**config.mk**
```make
export PLATFORM = sky130hd
export DESIGN_NAME = mem_fifo_ctrl
export DESIGN_NICKNAME = d
export VERILOG_FILES = /design/src/rtl/mem_fifo_ctrl.sv
export SDC_FILE = /design/constraint.sdc
export NUM_CORES = 1
export LEC_CHECK = 0
export ABC_AREA = 1
export CORE_UTILIZATION = 31
export DETAILED_ROUTE_END_ITERATION = 6
export GPL_TIMING_DRIVEN = 0
export PLACE_DENSITY = 0.75
export SYNTH_ARGS = -nofsm -noshare
export SYNTH_HDL_FRONTEND = slang
export SYNTH_SLANG_ARGS = --single-unit
```
**constraint.sdc**
```tcl
create_clock -name clk -period 1.4 [get_ports clk]
set_input_delay 0.14 -clock clk [delete_from_list [all_inputs] [get_ports clk]]
set_output_delay 0.14 -clock clk [all_outputs]
set_load 0.005 [all_outputs]
```
**src/rtl/mem_fifo_ctrl.sv**
```systemverilog
// Valid/ready FIFO controller driving a pseudo-2-port memory (0-cycle read, posedge write).
// Occupancy, pointers and a 3-state FSM live here; storage lives in the external memory.
module mem_fifo_ctrl #(
  parameter int WIDTH       = 16,
  parameter int DEPTH       = 8,
  parameter int ALMOST_FULL = 6,
  localparam int AW = $clog2(DEPTH),
  localparam int CW = $clog2(DEPTH + 1)
) (
  input  logic             clk,
  input  logic             arst_n_in,
  input  logic             flush,
  input  logic [WIDTH-1:0] in_data,
  input  logic             in_valid,
  output logic             in_ready,
  output logic [WIDTH-1:0] out_data,
  output logic             out_valid,
  input  logic             out_ready,
  output logic [AW-1:0]    mem_read_addr,
  input  logic [WIDTH-1:0] mem_qout,
  output logic [AW-1:0]    mem_write_addr,
  output logic [WIDTH-1:0] mem_din,
  output logic             mem_write_en,
  output logic [CW-1:0]    count,
  output logic             almost_full,
  output logic             err_ovf,
  output logic             err_udf
);

  localparam logic [1:0] ST_EMPTY   = 2'd0;
  localparam logic [1:0] ST_PARTIAL = 2'd1;
  localparam logic [1:0] ST_FULL    = 2'd2;

  logic [1:0]    state_q, state_d;
  logic [AW-1:0] wr_ptr_q, wr_ptr_d;
  logic [AW-1:0] rd_ptr_q, rd_ptr_d;
  logic [CW-1:0] count_q, count_d;
  logic          almost_full_q, almost_full_d;
  logic          err_ovf_q, err_ovf_d;
  logic          err_udf_q, err_udf_d;
  logic          push_s, pop_s;

  // Handshake decode; flush blocks both sides for its cycle.
  always_comb begin
    in_ready  = (state_q != ST_FULL) && !flush;
    out_valid = (state_q != ST_EMPTY) && !flush;
    push_s    = in_valid && in_ready;
    pop_s     = out_valid && out_ready;
  end

  // Write strobe is gated by reset so the memory is never written while reset is held.
  assign mem_write_en   = push_s && arst_n_in;
  assign mem_write_addr = wr_ptr_q;
  assign mem_din        = in_data;
  assign mem_read_addr  = rd_ptr_q;
  assign out_data       = mem_qout;
  assign count          = count_q;
  assign almost_full    = almost_full_q;
  assign err_ovf        = err_ovf_q;
  assign err_udf        = err_udf_q;

  // Next-state computation for pointers, occupancy, FSM and sticky error flags.
  always_comb begin
    state_d   = state_q;
    wr_ptr_d  = wr_ptr_q;
    rd_ptr_d  = rd_ptr_q;
    count_d   = count_q;
    err_ovf_d = err_ovf_q || (in_valid && (state_q == ST_FULL));
    err_udf_d = err_udf_q || (out_ready && (state_q == ST_EMPTY));
    if (flush) begin
      state_d  = ST_EMPTY;
      wr_ptr_d = '0;
      rd_ptr_d = '0;
      count_d  = '0;
    end else begin
      // Explicit wrap compare keeps non-power-of-2 depths correct.
      if (push_s) begin
        wr_ptr_d = (wr_ptr_q == AW'(DEPTH - 1)) ? '0 : wr_ptr_q + AW'(1);
      end else begin
        wr_ptr_d = wr_ptr_q;
      end
      if (pop_s) begin
        rd_ptr_d = (rd_ptr_q == AW'(DEPTH - 1)) ? '0 : rd_ptr_q + AW'(1);
      end else begin
        rd_ptr_d = rd_ptr_q;
      end
      case ({push_s, pop_s})
        2'b10:   count_d = count_q + CW'(1);
        2'b01:   count_d = count_q - CW'(1);
        default: count_d = count_q;
      endcase
      case (state_q)
        ST_EMPTY: begin
          if (push_s) state_d = ST_PARTIAL;
          else        state_d = ST_EMPTY;
        end
        ST_PARTIAL: begin
          if (push_s && !pop_s && (count_q == CW'(DEPTH - 1)))     state_d = ST_FULL;
          else if (pop_s && !push_s && (count_q == CW'(1)))        state_d = ST_EMPTY;
          else                                                     state_d = ST_PARTIAL;
        end
        ST_FULL: begin
          if (pop_s) state_d = ST_PARTIAL;
          else       state_d = ST_FULL;
        end
        default: state_d = ST_EMPTY;
      endcase
    end
    almost_full_d = (count_d >= CW'(ALMOST_FULL));
  end

  // State registers with asynchronous active-low reset.
  always_ff @(posedge clk or negedge arst_n_in) begin
    if (!arst_n_in) begin
      state_q       <= ST_EMPTY;
      wr_ptr_q      <= '0;
      rd_ptr_q      <= '0;
      count_q       <= '0;
      almost_full_q <= 1'b0;
      err_ovf_q     <= 1'b0;
      err_udf_q     <= 1'b0;
    end else begin
      state_q       <= state_d;
      wr_ptr_q      <= wr_ptr_d;
      rd_ptr_q      <= rd_ptr_d;
      count_q       <= count_d;
      almost_full_q <= almost_full_d;
      err_ovf_q     <= err_ovf_d;
      err_udf_q     <= err_udf_d;
    end
  end

endmodule

```
Word level (Yosys, flattened, before mapping). Cells that the tools add are included.

Register bits: 15. Bits in latches: 0. RAM bits: 0. Memory bits (read-only): 0. Word-level logic and storage cells: 55. Memories: 0.

$add $sub $neg: 4. Multiply operators: 0. Div/mod/pow operators: 0. Magnitude comparators: 1. Equal/unequal tests: 9. Shift-type cells: 0. Mux-type cells: 14. Bitwise gates (word level): 0. Reductions and logical operators: 20.

Operators by type and width (count): $mux 3 (6); $logic_and 1x1->1 (11); $pmux 4 s2 (1); $add 3x1->3 const B (2); $eq 3x3->1 const B (2); $mux 2 (3); $pmux 2 s3 (1); $reduce_bool 2->1 (3); $add 4x1->4 const B (1); $eq 2x1->1 const B (2); $eq 2x2->1 const B (2); $eq 4x1->1 const B (1); $eq 4x3->1 const B (1); $ge 4x3->1 const B (1); $mux 4 (1); $sub 4x1->4 const B (1); $logic_not 1->1 (3); $logic_not 2->1 (1); $logic_or 1x1->1 (2); $mux 1 (2); $ne 2x2->1 const B (1).

Logic depth before layout (Yosys ltp). Gate-level depths: netlist of run 1.

Depth in word-level cells: 10. Depth in mapped cells: 12. Gate-level depth less buffers: 12.

Least setup slack after synthesis of run 1. Ideal clock, no wire load.

Path type: register -> register. From: reg state_q[0]. To: reg almost_full_q (netlist: almost_full). Library setup time: 0.118 ns. Arrival: 1.433 ns. Data required time: 1.282 ns. Slack: -0.151 ns. Stages on the path, launching flop included: 11. Buffers on the path: 0. Clock period less this slack: 1.551 ns. Cells stage by stage: dfrtp_1 nor2_2 nor2_4 nand2_2 ha_1 inv_1 nand3_1 nand2_1 inv_1 nand3_1 nand2_1.

Longest elaborated chain between the ends: 7. Elaborated cells on any way between the ends: 11. Classes of those cells: 1 x order compare; 3 x eq/ne; 2 x mux; 5 x reduce/logical.

Ends and longest elaborated chain: start: declaration (line 34) `logic [1:0] state_q, state_d;`; start signal: assignment (line 123) `state_q <= state_d;`; $ne 2x2->1 (*) (line 45) `in_ready = (state_q != ST_FULL) && !flush;`; $logic_and 1x1->1 (*) (line 45); via in_ready (line 15) `output logic in_ready,`; $logic_and 1x1->1 (*) (line 47) `push_s = in_valid && in_ready;`; $eq 2x1->1 / $eq 2x2->1 (equally long branches) (line 87) `case ({push_s, pop_s})`; $pmux 4 s2 (*) (line 87); $mux 4 (*) (line 70) `if (flush) begin`; via count_d[1] (line 37) `logic [CW-1:0] count_q, count_d;`; $ge 4x3->1 (*) (line 109) `almost_full_d = (count_d >= CW'(ALMOST_FULL));`; via almost_full_d (line 38) `logic almost_full_q, almost_full_d;`; end signal: assignment (line 127) `almost_full_q <= almost_full_d;`; end: declaration (line 38).

Mark *: on every way through the listed nets, which the timed path passes. The rest lies on a longest branch. A chain may end at the register's enable or synchronous reset.

Final worst setup path of run 1.
From: reg state_q[1]. To: reg almost_full_q (netlist: almost_full).

Longest elaborated chain between the ends: 7. Elaborated cells on any way between the ends: 11. Classes of those cells: 1 x order compare; 3 x eq/ne; 2 x mux; 5 x reduce/logical.

Ends and longest elaborated chain (line): $ne 2x2->1 / $reduce_bool 2->1 (equally long branches) (45, 46); $logic_and 1x1->1, on equally long branches (45, 46); $logic_and 1x1->1, on equally long branches (47, 48); $eq 2x1->1 / $eq 2x2->1 (equally long branches) (87); $pmux 4 s2 (*) (87); $mux 4 (*) (70); via count_d[1] (37); $ge 4x3->1 (*) (109); via almost_full_d (38).

Marks and branches as above.

==> flow_summary.toml, run 1 <==
[outcome]
outcome = "finished, violations left"
violations = "setup timing"

[place]
io_buffers = 51
placed_cells = 244
place_congestion = 0.783
dp_hpwl_mm = 1.92

[setup_path]
arrival_ns = 1.70
worstSetupEndpointType = "flop"
cp-start-kind = "flop"
cp.required_ns = 1.55
crit_type = "flop to flop"
worstPathMaxFanout = 5

[clock_network]
clk_pin_slew_ns = 0.06
clock_sinks = 15
cts_tree = "done"
hold_buffers = 0
htree_levels = 1
cts_root_buffer = "clkbuf_8"
cts_buffers = 3
cts_buffer_depth = 2
insertion_delay_ns = 0.25

[timing]
final.period_utilization_pct = 111
fin_worst_skew_ns = 0.00453
rsz0062_at_grt = "yes"
setup_slack_ns = -0.154
setup_violations = 9
timing.hold.ws_ns = 0.0322
min_period_ns = 1.55
max-slew-margin-rel_pct = 54.9
fin_tns_setup_ns = -0.869
tightest_slew_ns = 0.677
max_freq_ghz = 0.644
hold_viol = 0
maxSlewViolCount = 0

[global_routing]
grt_pass1_vias = 968
grt_pass1_wl_mm = 4.33
grt_max_degree = 17
grt_util_all_layers_pct = 13.8
antenna_found_initial = 0
gr-total-overflow = 0

[logic_synthesis]
synth_cell_types = 24
syn_nets = 193
syn_area_per_cell_sq_um = 7.91
ys_seq_area_share_pct = 32.3
synth_cells = 147
synth_area_sq_um = 1160
synthArstFlopShare_pct = 100
ys_ff_latch = 15
synth_ff_type = "dfrtp_1"
yosys_warnings = 0
synth_edf_count = 0

[layout]
finish.net_count = 268
fillers = 321
post-route-util_pct = 58.4
areaGrowthSynthToFinish_pct = 74.3
diodes = 0
fin_cells = 267
final_layout_size_suffix_gt1_share_pct = 40.7

[die]
die_h_microns = 63.2
num_io_pins = 85
initial_core_util_pct = 33.5
rows = 21
die_w_microns = 63.2
core_area_sq_um = 3470
design.die.area_sq_um = 4000

[routing]
drt.antenna.violating_nets = 0
vias = 1153
drc_errors = 0
routed_wl_mm = 2.81
drt_first_pass_iters = 4
via_per_inst = 4.32
avgRoutedWirePerCell_microns = 10.5
first_iter_violations = 30

[pwr]
peakVddDrop_mv = 0.480
power.density_nw_per_um2 = 669
leakage_nw = 0.997

[flow_run]
maxCapViolations = 0

[hold_path]
hold_class = "input pin to async pin"
-- cell usage after synthesis (2+ instances only) --
cell     count  share of area [%]
nor2_2       2                1.1
ha_1         9                9.7
buf_4       32                 21
inv_1       12                3.9
nand2_1     26                8.4
nor2_1      10                3.2
a21o_1       2                1.3
inv_2        5                1.6
nand3_1     16                6.9
a21oi_1      5                2.2
dfrtp_1     15                 32
-- critical path: stages (launching register included) --
cell     delay, ns
dfrtp_1       0.42
inv_2         0.09
nor2_4        0.04
nor2_4        0.11
nand2_4       0.06
buf_6         0.13
ha_4          0.26
inv_4         0.08
nand3_2       0.06
nand2_2       0.06
inv_2         0.04
nand3_2       0.05
nand2_1       0.05
-- per-stage QoR --
step / power (W) / worst slack [ns] / cell area, sq um
after floorplan: 0.000720 / -0.0876 / 1210
after global placement: 0.000925 / -0.571 / 1780
after detailed placement: 0.000931 / -0.558 / 1780
after CTS: 0.00132 / -0.153 / 1910
after global routing: 0.00144 / -0.296 / 2030
final: 0.00135 / -0.154 / 2030
-- where the power goes --
group          leakage [nW]  switching (W)  internal [W]
combinational         0.782       0.000178      0.000316
sequential            0.192      0.0000334      0.000469
clock                0.0228       0.000157      0.000202
total                 0.997       0.000368      0.000987
-- cell usage in the layout, fill, tap and decap left out, types with 2 or more instances in the layout --
master           count
buf_4               48
clkdlybuf4s50_1     47
nand2_1             25
nand3_1             12
dfrtp_1             11
inv_1                8
nor2_1               8
ha_1                 7
inv_2                6
buf_6                5
nand3_2              4
dfrtp_2              4
nor2_4               3
inv_4                3
a21oi_1              3
clkbuf_8             3
nor3_4               2
buf_2                2
nor2_2               2
a21oi_2              2
a21o_1               2
ha_4                 2
dlygate4sd2_1        2
-- timing repair --
item / CTS / global route
buffers inserted: 9 / 11
gates resized for setup: 20 / 13
pin swaps: 13 / 13
endpoints found under the setup margin: 11 / 13
cloned: 0 / 0
-- logic make-up (layout without fill, tap and decap cells) --
group,after synthesis,in the layout,share of synthesized area (%)
AOI/OAI and AO/OA,11,11,5.92
adders and majority gates,9,9,9.69
buffers and inverters,51,125,27.6
DFF,15,15,32.3
and+or+nand+nor,61,61,24.5
-- registers in the layout, indices dropped and copies added (netlist names) --
register        cells
err_udf             1
mem_write_addr      3
err_ovf             1
almost_full         1
count               4
state_q             2
mem_read_addr       3
-- cell type report --
cell class / instances / area [sq um] / area share, %
clock buffers: 4 / 45.0 / 2.22
flip-flops and latches: 15 / 380 / 18.8
multi-input cells: 81 / 557 / 27.5
plain buffers: 34 / 256 / 12.7
inverters: 17 / 71.3 / 3.52
repair buffers: 70 / 658 / 32.5
well taps: 46 / 57.6 / 2.84
-- path summary, 6_finish.rpt --
| check | startpoint | to | slack, ns | depth (start not counted) |
|---|---|---|---|---|
| hold reg to reg | err_udf | err_udf | 0.46 | 1 |
| setup / recovery | state_q[1] | almost_full | -0.15 | 12 |
| setup reg to reg | state_q[1] | almost_full | -0.15 | 12 |
| min in group clk | flush | state_q[0] | 0.12 | 2 |
| max in group asynchronous | arst_n_in | count[1] | 0.90 | 1 |
| hold / removal | arst_n_in | mem_write_addr[2] | 0.03 | 1 |
-- routing by layer --
layer  up-vias  wire length (microns)  track usage (%)
li1        587                      -                -
met1       514                   1200             16.4
met2        48                   1360             22.6
met3         4                    207             3.99
met4         0                     34             6.82
met5         -                      0                0
(Power assumes the default switching activity.)
==> run 2, diff against run 1 <==
--- a/config.mk
+++ b/config.mk
@@ -7,6 +7,7 @@
 export LEC_CHECK = 0
 export ABC_AREA = 1
 export CORE_UTILIZATION = 31
+export CTS_CLUSTER_DIAMETER = 60
 export DETAILED_ROUTE_END_ITERATION = 6
 export GPL_TIMING_DRIVEN = 0
 export PLACE_DENSITY = 0.75
==> results of run 2 <==
Final layout, timing and power as in run 1 (identical DEF).
==> run 3, diff against run 2 <==
--- a/config.mk
+++ b/config.mk
@@ -6,11 +6,12 @@
 export NUM_CORES = 1
 export LEC_CHECK = 0
 export ABC_AREA = 1
+export CORE_ASPECT_RATIO = 1.75
 export CORE_UTILIZATION = 31
 export CTS_CLUSTER_DIAMETER = 60
 export DETAILED_ROUTE_END_ITERATION = 6
 export GPL_TIMING_DRIVEN = 0
-export PLACE_DENSITY = 0.75
+export PLACE_DENSITY = 0.77
 export SYNTH_ARGS = -nofsm -noshare
 export SYNTH_HDL_FRONTEND = slang
 export SYNTH_SLANG_ARGS = --single-unit
==> run 3 against run 2 <==
The flow still finishes with violations (setup timing). First-iteration DRC count shrank 43%. Sequential power is essentially flat. Die area grew 0.24%. Register-to-register slack lost 0.03 ns. Worst hold slack gained 0.10 ns. Power shrank 3.4%. Cell count shrank 3.0%. Clock skew shrank 0.0035 ns. Sequential cell count is the same. Sequential share of layout area grew 0.56 points. Count of clock-buffer cells in the layout is the same. Critical path depth shrank 2.
==> flow_summary.toml, run 3 (synthesis results as in run 1) <==
[routing]
first_iter_violations = 17
routed_wl_mm = 2.61
drc_errors = 0
drt_first_pass_iters = 4
via_per_inst = 4.48
drt.antenna.violating_nets = 0
vias = 1161
avgRoutedWirePerCell_microns = 10.1

[pwr]
p_switching_w = 0.000352
p_int_w = 0.000956
peakVddDrop_mv = 0.715
leakage_nw = 0.965
swShare_pct = 26.9
power.density_nw_per_um2 = 667
p_clk_share_pct = 26.6
pwr-share-seq_pct = 38.5
pwr-share-comb_pct = 34.9
power_w = 0.00131

[setup_path]
crit_chain = "nor2_4, nor3_4, inv_2, ha_4, inv_4, nor2_1, nand2_1, nand3_2, nand3_2, nand2_1"
setup.worst_path.end = "almost_full"
arrival_ns = 1.72
rr_endpoint = "almost_full"
cp-start-kind = "flop"
max_stage_delay_ns = 0.42
crit_type = "flop to flop"
cpMaxStageDelayCell = "dfrtp_2"
startpoint = "state_q[0]"
reg2reg_depth = 10
worstPathMaxFanout = 5
rr_startpoint = "state_q[0]"
cp.required_ns = 1.53
rrSetupSlack_ns = -0.19
worstSetupEndpointType = "flop"

[layout]
diodes = 0
design_area_sq_um = 1960
finish.net_count = 260
areaGrowthSynthToFinish_pct = 68.7
final_layout_size_suffix_gt1_share_pct = 36.2
multiInputGateArea_sq_um = 558
fin_cells = 259
fillers = 312
mostFrequentLayoutCells = "clkdlybuf4s50_1 (46), buf_4 (40), nand2_1 (25)"
layout_commonest_cell = "clkdlybuf4s50_1"
largest_reg_flops = 4
final-seq-area_sq_um = 379

[die]
die_w_microns = 48.3
num_io_pins = 85
core_area_sq_um = 3590
initial_core_util_pct = 32.4
rows = 29
die_h_microns = 83.0
design.die.area_sq_um = 4010

[global_routing]
grt_pass1_vias = 1093
grt_pass1_wl_mm = 4.20
grt_util_all_layers_pct = 14.0
grt_max_degree = 17
gr-total-overflow = 0
antenna_found_initial = 0

[clock_network]
cts_buffers = 3
cts_root_buffer = "clkbuf_8"
clk_pin_slew_ns = 0.06
clock_sinks = 15
cts_buffer_depth = 2
insertion_delay_ns = 0.24
cts_tree = "done"
htree_levels = 1

[timing]
maxSlewViolCount = 0
fin_worst_skew_ns = 0.00105
tightest_slew_ns = 0.698
min_period_ns = 1.59
hold_viol = 0
final.period_utilization_pct = 113
timing.hold.ws_ns = 0.136
max-slew-margin-rel_pct = 53.3
max_freq_ghz = 0.631
rsz0062_at_grt = "yes"
setup_slack_ns = -0.186
setup_violations = 9

[flow_run]
maxCapViolations = 0

[place]
place_worst_setup_slack_ns = -0.577
placed_cells = 244
dp_hpwl_mm = 2.02
io_buffers = 51
place_area_sq_um = 1780
place_congestion = 0.787

[outcome]
outcome = "finished, violations left"
violations = "setup timing"

[hold_path]
hold_class = "input pin to flop"
==> run 3: changes by cell type in the layout (fill, tap and decap cells not counted), sizes merged <==
cell | before | now
clkdlybuf4s50 | 47 | 46
clkbuf | 4 | 5
dlygate4sd3 | 0 | 1
dlymetal6s2s | 0 | 1
buf | 55 | 45
==> run 3: power groups by stage <==
stage / sequential (W) / clock [W] / combinational, W
floorplan: 0.000508 / 0 / 0.000212
CTS: 0.000504 / 0.000354 / 0.000439
global placement: 0.000510 / 0 / 0.000415
detailed placement: 0.000510 / 0 / 0.000423
global route: 0.000511 / 0.000372 / 0.000509
finish: 0.000504 / 0.000348 / 0.000456
==> run 3: worst max-delay path, delay by kind of cell (launching register included) <==
| kind | cells | cell delay (ns) |
|---|---|---|
| flops | 1 | 0.42 |
| buf+inv | 2 | 0.19 |
| simple gates | 7 | 0.67 |
| fa+ha+maj | 1 | 0.20 |
==> run 3: routing by layer <==
layer	global-route usage [%]	up-vias	part of all wire (%)	routed length (microns)
met2	25.1	60	55	1450
li1	-	565	-	-
met3	2.39	6	7.5	195
met4	6.57	0	2.4	63
met5	0	-	0	0
met1	13.9	530	35	905
==> run 3: how the worst min path moves through the flow <==
stage               from     endpoint  depth (start not counted)
2_1_floorplan  arst_n_in  almost_full                          0
4_1_cts        arst_n_in  almost_full                          1
6_report           flush   state_q[1]                          2
5_1_grt            flush   state_q[1]                          2
3_5_place_dp       flush   state_q[1]                          2
3_3_place_gp       flush   state_q[1]                          2
==> run 3: per-stage QoR <==
| stage | TNS, ns | utilization, % |
|---|---|---|
| detailed placement | -2.82 | 49.5 |
| finish | -1.07 | 54.6 |
| global route | -1.89 | 54.6 |
| floorplan | -0.190 | - |
| global placement | -2.71 | 49.5 |
| CTS | -1.10 | 52.6 |
==> run 3: area by class of cell <==
class,count,share of cell area (%)
timing repair buffer,62,30.2
clock buffer,4,2.30
buffer,34,13.1
inverter,17,3.64
multi-input combinational,81,28.5
tap,46,2.94
sequential,15,19.3
==> run 3: timing repair <==
item	in CTS	in global routing
hold endpoints to repair	0	15
endpoints found under the setup margin	10	12
gates resized for setup	13	15
buffers inserted	7	3
pin swaps	10	8
hold buffers	0	1
